==> src/rtl/mpu_pkg.sv <==
// mpu_pkg: shared state encodings and frame constants for the MPU-6050 sequencer
package mpu_pkg;
   typedef enum logic [2:0] {
      ST_IDLE      = 3'd0,
      ST_STARTUP   = 3'd1,
      ST_INIT_REQ  = 3'd2,
      ST_INIT_WAIT = 3'd3,
      ST_STREAM    = 3'd4,
      ST_FAULT     = 3'd5
   } seq_state_t;
   localparam logic [7:0] MPU_REG_BURST = 8'h3B;
   localparam int FRAME_BYTES = 12;
   localparam int AX = 0, AY = 1, AZ = 2, TEMP = 3, GX = 4, GY = 5;
endpackage

==> src/rtl/mpu_frame_pack.sv <==
// mpu_frame_pack: packs burst bytes into big-endian words, published atomically per frame
module mpu_frame_pack
   import mpu_pkg::*;
#(
   parameter int NB = FRAME_BYTES
) (
   input  logic                  clk,
   input  logic                  rst_n,
   input  logic                  clear,
   input  logic                  byte_stb,
   input  logic [7:0]            data,
   output logic                  frame_done,
   output logic                  frame_valid,
   output logic [NB/2-1:0][15:0] words
);
   localparam int IW = $clog2(NB);
   logic [IW-1:0] byte_idx_q, byte_idx_d;
   logic [NB-2:0][7:0] buf_q, buf_d;
   logic [NB-1:0][7:0] full;
   logic [NB/2-1:0][15:0] words_q, words_d;
   logic frame_valid_q;
   always_comb begin
      frame_done = byte_stb && byte_idx_q == IW'(NB - 1);
      byte_idx_d = (clear || frame_done) ? '0 : byte_stb ? byte_idx_q + 1'b1 : byte_idx_q;
      buf_d = buf_q;
      if (byte_stb && !frame_done) buf_d[byte_idx_q] = data;
      // the final byte is taken straight from the input so all words load on the same edge
      full = {data, buf_q};
      words_d = words_q;
      if (frame_done)
         for (int k = 0; k < NB / 2; k++) words_d[k] = {full[2*k], full[2*k+1]};
   end
   always_ff @(posedge clk or negedge rst_n) begin
      if (!rst_n) begin
         byte_idx_q    <= '0;
         buf_q         <= '0;
         words_q       <= '0;
         frame_valid_q <= 1'b0;
      end else begin
         byte_idx_q    <= byte_idx_d;
         buf_q         <= buf_d;
         words_q       <= words_d;
         frame_valid_q <= frame_done;
      end
   end
   assign frame_valid = frame_valid_q;
   assign words       = words_q;
endmodule

==> src/rtl/mpu_seq.sv <==
// mpu_seq: MPU-6050 bring-up, burst streaming and stall recovery sequencer with frame assembly
module mpu_seq
   import mpu_pkg::*;
#(
   parameter int unsigned STARTUP_CYC     = 5000000,
   parameter int unsigned TIMEOUT_CYC     = 50000,
   parameter int unsigned RECOVER_CYC     = 16,
   parameter int unsigned BYTES_PER_FRAME = 12
) (
   input  logic        clk,
   input  logic        rst_n,
   input  logic        enable,
   output logic        mpu_rst_n,
   output logic        mpu_init,
   output logic        mpu_transfer,
   input  logic        mpu_busy,
   input  logic        mpu_valid,
   input  logic [7:0]  mpu_data,
   output logic        frame_valid,
   output logic [15:0] ax,
   output logic [15:0] ay,
   output logic [15:0] az,
   output logic [15:0] temp,
   output logic [15:0] gx,
   output logic [15:0] gy,
   output logic [15:0] frame_cnt,
   output logic [7:0]  fault_cnt,
   output logic        fault,
   output logic [2:0]  seq_state
);
   seq_state_t state_q, state_d;
   logic [31:0] cnt_q, cnt_d, startup_lim;
   logic recover_q, recover_d, fault_q, fault_d;
   logic [15:0] frame_cnt_q, frame_cnt_d;
   logic [7:0] fault_cnt_q, fault_cnt_d;
   logic mpu_rst_n_q, mpu_rst_n_d, mpu_init_q, mpu_init_d, mpu_transfer_q, mpu_transfer_d;
   logic in_stream, frame_done, fault_entry;
   logic [5:0][15:0] words;

   assign in_stream = state_q == ST_STREAM;

   mpu_frame_pack #(.NB(BYTES_PER_FRAME)) u_pack (
      .clk         (clk),
      .rst_n       (rst_n),
      .clear       (!in_stream),
      .byte_stb    (in_stream && mpu_valid),
      .data        (mpu_data),
      .frame_done  (frame_done),
      .frame_valid (frame_valid),
      .words       (words)
   );

   // one counter serves as startup wait, handshake timeout, byte watchdog and recovery hold
   always_comb begin
      state_d = state_q;
      cnt_d = cnt_q + 32'd1;
      startup_lim = recover_q ? RECOVER_CYC : STARTUP_CYC;
      case (state_q)
         ST_IDLE:      if (enable) state_d = ST_STARTUP;
         ST_STARTUP:   if (cnt_q == startup_lim - 32'd1) state_d = ST_INIT_REQ;
         ST_INIT_REQ:  if (mpu_busy) state_d = ST_INIT_WAIT;
                       else if (cnt_q == TIMEOUT_CYC - 1) state_d = ST_FAULT;
         ST_INIT_WAIT: if (!mpu_busy) state_d = ST_STREAM;
                       else if (cnt_q == TIMEOUT_CYC - 1) state_d = ST_FAULT;
         ST_STREAM:    if (mpu_valid) cnt_d = '0;
                       else if (cnt_q == TIMEOUT_CYC - 1) state_d = ST_FAULT;
         ST_FAULT:     if (cnt_q == RECOVER_CYC - 1) state_d = ST_STARTUP;
         default:      state_d = ST_IDLE;
      endcase
      if (!enable) state_d = ST_IDLE;
      if (state_d != state_q || state_q == ST_IDLE) cnt_d = '0;
      fault_entry = state_d == ST_FAULT && state_q != ST_FAULT;
      recover_d = state_d == ST_FAULT ? 1'b1 : state_d == ST_IDLE ? 1'b0 : recover_q;
      fault_d = fault_entry | (fault_q & ~frame_done);
      fault_cnt_d = (fault_entry && fault_cnt_q != 8'hFF) ? fault_cnt_q + 8'd1 : fault_cnt_q;
      frame_cnt_d = frame_cnt_q + {15'd0, frame_done};
      mpu_rst_n_d = state_d != ST_IDLE && state_d != ST_FAULT;
      mpu_init_d = state_d == ST_INIT_REQ;
      mpu_transfer_d = state_d == ST_STREAM;
   end

   always_ff @(posedge clk or negedge rst_n) begin
      if (!rst_n) begin
         state_q        <= ST_IDLE;
         cnt_q          <= '0;
         recover_q      <= 1'b0;
         fault_q        <= 1'b0;
         frame_cnt_q    <= '0;
         fault_cnt_q    <= '0;
         mpu_rst_n_q    <= 1'b0;
         mpu_init_q     <= 1'b0;
         mpu_transfer_q <= 1'b0;
      end else begin
         state_q        <= state_d;
         cnt_q          <= cnt_d;
         recover_q      <= recover_d;
         fault_q        <= fault_d;
         frame_cnt_q    <= frame_cnt_d;
         fault_cnt_q    <= fault_cnt_d;
         mpu_rst_n_q    <= mpu_rst_n_d;
         mpu_init_q     <= mpu_init_d;
         mpu_transfer_q <= mpu_transfer_d;
      end
   end

   assign mpu_rst_n    = mpu_rst_n_q;
   assign mpu_init     = mpu_init_q;
   assign mpu_transfer = mpu_transfer_q;
   assign ax           = words[AX];
   assign ay           = words[AY];
   assign az           = words[AZ];
   assign temp         = words[TEMP];
   assign gx           = words[GX];
   assign gy           = words[GY];
   assign frame_cnt    = frame_cnt_q;
   assign fault_cnt    = fault_cnt_q;
   assign fault        = fault_q;
   assign seq_state    = state_q;
endmodule

==> config.mk <==
export PLATFORM = sky130hd
export DESIGN_NAME = mpu_seq
export DESIGN_NICKNAME = d
export VERILOG_FILES = /design/src/rtl/mpu_pkg.sv /design/src/rtl/mpu_frame_pack.sv /design/src/rtl/mpu_seq.sv
export SDC_FILE = /design/constraint.sdc
export NUM_CORES = 1
export LEC_CHECK = 0
export BUFFER_PORTS_ARGS = -buffer_cell sky130_fd_sc_hd__buf_2
export CAP_MARGIN = 20
export CORE_UTILIZATION = 58
export CTS_CLUSTER_SIZE = 24
export DETAILED_ROUTE_END_ITERATION = 12
export GPL_ROUTABILITY_DRIVEN = 0
export PLACE_DENSITY = 0.89
export SLEW_MARGIN = 20
export SYNTH_ARGS = -nofsm -noshare
export SYNTH_HDL_FRONTEND = slang
export SYNTH_HIERARCHICAL = 1
export SYNTH_SLANG_ARGS = --single-unit
==> constraint.sdc <==
create_clock -name clk -period 3.5 [get_ports clk]
set_input_delay 0.7 -clock clk [delete_from_list [all_inputs] [get_ports clk]]
set_output_delay 0.7 -clock clk [all_outputs]
set_load 0.01 [all_outputs]
==> flow_metrics.py <==
metrics = {
    "synth": {
        "yosysUniqueCellTypes": 65,
        "yosys.area_share.simple": 0.118,
        "synthArstFlopShare": 1.00,
        "synth_mux_area_frac": 0.211,
        "synth_edf_count": 0,
        "ys_warn_count": 6,
        "syn_inst": 763,
        "synth_top_family_by_area": "multiplexers",
        "seq_area_frac_synth": 0.563,
        "synth_area_sq_um": 11200,
        "synth-seq-cells": 253,
        "synth-adder-area-share": 0.00891,
        "syn-num-nets": 784,
        "avgSynthCellArea_sq_um": 14.7,
        "synthXorXnorAreaFrac": 0.0405,
        "synth_compound_area_frac": 0.0252,
        "ys.flop_type": "dfrtp_1",
    },
    "place": {
        "placed_cell_area_sq_um": 12100,
        "dp_hpwl_um": 14700,
        "portBuffers": 140,
    },
    "job": {
        "cap_viol_max_count": 0,
    },
    "sta": {
        "tightest_slew_ns": 0.947,
        "finalHoldViolCount": 0,
        "layout_min_cycle_time_ns": 3.20,
        "worst_clock_skew_ns": 0.0197,
        "relSlewSlack": 0.363,
        "drv_slew": 0,
        "max_freq_mhz": 313,
        "finalSetupViolations": 0,
        "grt_setup_unrepaired": "false",
        "tns_ns": 0,
        "post-route-period-util": 0.913,
        "whs_ns": 0.223,
    },
    "worst_setup_path": {
        "criticalPathCategory": "flip-flop to flip-flop",
        "worstPathMaxFanout": 18,
        "required_ns": 3.88,
        "cp-end-kind": "flip-flop",
        "reg2reg_depth": 8,
        "arrival_ns": 3.57,
        "start_kind": "flip-flop",
    },
    "clocking": {
        "root_buffer": "clkbuf_16",
        "cts.clk_slew.worst_paths_ns": 0.06,
        "cts_buffers": 27,
        "hold_buffers": 0,
        "cts_sinks": 253,
        "cts_tree": "yes",
        "ctsHtreeMaxLevel": 1,
        "clockBufferDepth": 3,
        "cts_resized": 0,
        "worstSkewPairLatency_ns": 0.53,
        "post-cts-setup-buffers": 0,
    },
    "final_layout": {
        "regArea_sq_um": 6330,
        "layout_common_cells": "dfrtp_1 (253), buf_2 (139), mux2_2 (114)",
        "finalCoreUtilization": 0.691,
        "nNetsFinal": 928,
        "num_antenna_cells": 0,
        "drive_above_1_share": 0.475,
        "syn_to_final_growth_pct": 15.8,
        "final_common_cell": "dfrtp_1",
        "n_fill_cell": 1287,
        "postLayoutCellArea_sq_um": 13000,
        "multi_input_area_sq_um": 4560,
    },
    "grt": {
        "grt_pass1_wl_um": 36300,
        "overflow": 0,
        "grtUsageTotal": 0.232,
        "grt_pass1_vias": 6731,
        "grt_max_degree": 108,
        "antenna_found_initial": 0,
    },
    "pwr": {
        "cellPowerDensity_nw_per_um2": 460,
        "p_total_uw": 5990,
        "vdd_drop_max_v": 0.000435,
        "p_leak_uw": 0.00670,
    },
    "detailed_routing": {
        "drc": 0,
        "vias": 6679,
        "drtPass1Iterations": 6,
        "drtIter0Drc": 357,
        "postRouteAntennaNets": 0,
        "wire_per_inst_um": 18.9,
        "via_per_inst": 5.64,
        "wirelength_um": 22400,
    },
    "die": {
        "initial_core_util": 0.597,
        "die_area_sq_um": 19900,
        "die_h_um": 141,
        "boundaryPins": 141,
        "num_rows": 50,
        "die-width_um": 141,
        "core_sq_um": 18800,
    },
    "worst_hold_path": {
        "hold_path.class": "primary input to asynchronous set/reset pin",
    },
    "run_status": {
        "status": "finished, final reports clean",
    },
}
[sequential cells by signal (all words and copies together) (netlist names)]
name	flops
cnt_q	32
fault	1
fault_cnt	8
frame_cnt	16
mpu_init	1
mpu_rst_n	1
mpu_transfer	1
recover_q	1
seq_state	3
u_pack/buf_q	88
u_pack/byte_idx_q	4
u_pack/frame_valid	1
u_pack/words	96
[metal layers]
layer	share of wire	track usage	vias up
met1	0.44	0.315	3432
met4	0.023	0.0584	0
met3	0.042	0.0401	37
met5	0	0	-
met2	0.49	0.389	175
li1	-	-	3035
[per-stage QoR]
step                setup WS, ns  instances
finish                     0.304       1185
global route               0.151       1185
CTS                        0.185       1184
detailed placement         0.184       1137
global placement           0.291       1137
floorplan                  0.750        763
[power by group]
| group | switching [uW] | total, uW | internal [uW] |
|---|---|---|---|
| Sequential | 2.73 | 2930 | 2930 |
| Clock | 1080 | 2880 | 1790 |
| Combinational | 141 | 176 | 34.5 |
| Total | 1230 | 5990 | 4760 |
[cell families (layout without fill, tap and decap cells)]
kind of cell,after synthesis,count (layout)
AND/OR/NAND/NOR,185,185
adder cells (fa/ha/maj),8,8
XOR/XNOR,52,52
flip-flops,253,253
multiplexers,187,187
AO/OA/AOI/OAI,30,30
buffers and inverters,48,210
[cell usage after synthesis, types with 4 or more instances]
library cell | count | area [sq um]
dfrtp_1 | 253 | 6330
mux2_2 | 114 | 1280
mux2_4 | 70 | 1050
nor3_2 | 33 | 330
xnor2_1 | 29 | 254
nor2_1 | 25 | 93.8
nand2_1 | 24 | 90.1
xor2_1 | 23 | 201
nand4_1 | 18 | 113
nand3_1 | 17 | 85.1
clkbuf_1 | 13 | 48.8
inv_1 | 11 | 41.3
nor3_1 | 11 | 55.1
nor4_2 | 10 | 125
buf_12 | 8 | 160
ha_1 | 8 | 100
nor4_1 | 8 | 50.1
a21oi_1 | 6 | 30.0
buf_6 | 6 | 67.6
buf_4 | 5 | 37.5
and4_1 | 4 | 35.0
nand2b_1 | 4 | 25.0
nand3_2 | 4 | 40.0
nor3b_1 | 4 | 30.0
[layout make-up]
cell class / instances / area share
Multi-Input combinational cell: 462 / 0.350
Clock inverter: 7 / 0.0107
Timing Repair Buffer: 151 / 0.0654
Clock buffer: 40 / 0.0587
Inverter: 12 / 0.00346
Sequential cell: 253 / 0.486
Tap cell: 260 / 0.0250
[critical path, stage by stage (launching register included)]
cell and delay, ns:
dfrtp_1 0.40, ha_1 0.25, nand3_4 0.14, or4_1 0.64, o41ai_1 0.39, a41oi_1 0.24
o2bb2ai_4 0.67, buf_16 0.23, nor3b_2 0.07
[final timing paths]
path	from	endpoint	slack [ns]
max in group asynchronous	rst_n	u_pack/buf_q[58]	2.41
max reg2reg	cnt_q[0]	cnt_q[10]	0.30
max	cnt_q[0]	cnt_q[10]	0.30
min	rst_n	frame_cnt[13]	0.22
min in group clk	frame_cnt[15]	frame_cnt[15]	0.47
min reg2reg	frame_cnt[15]	frame_cnt[15]	0.47
Note: power is estimated with default switching activity, not from simulation.
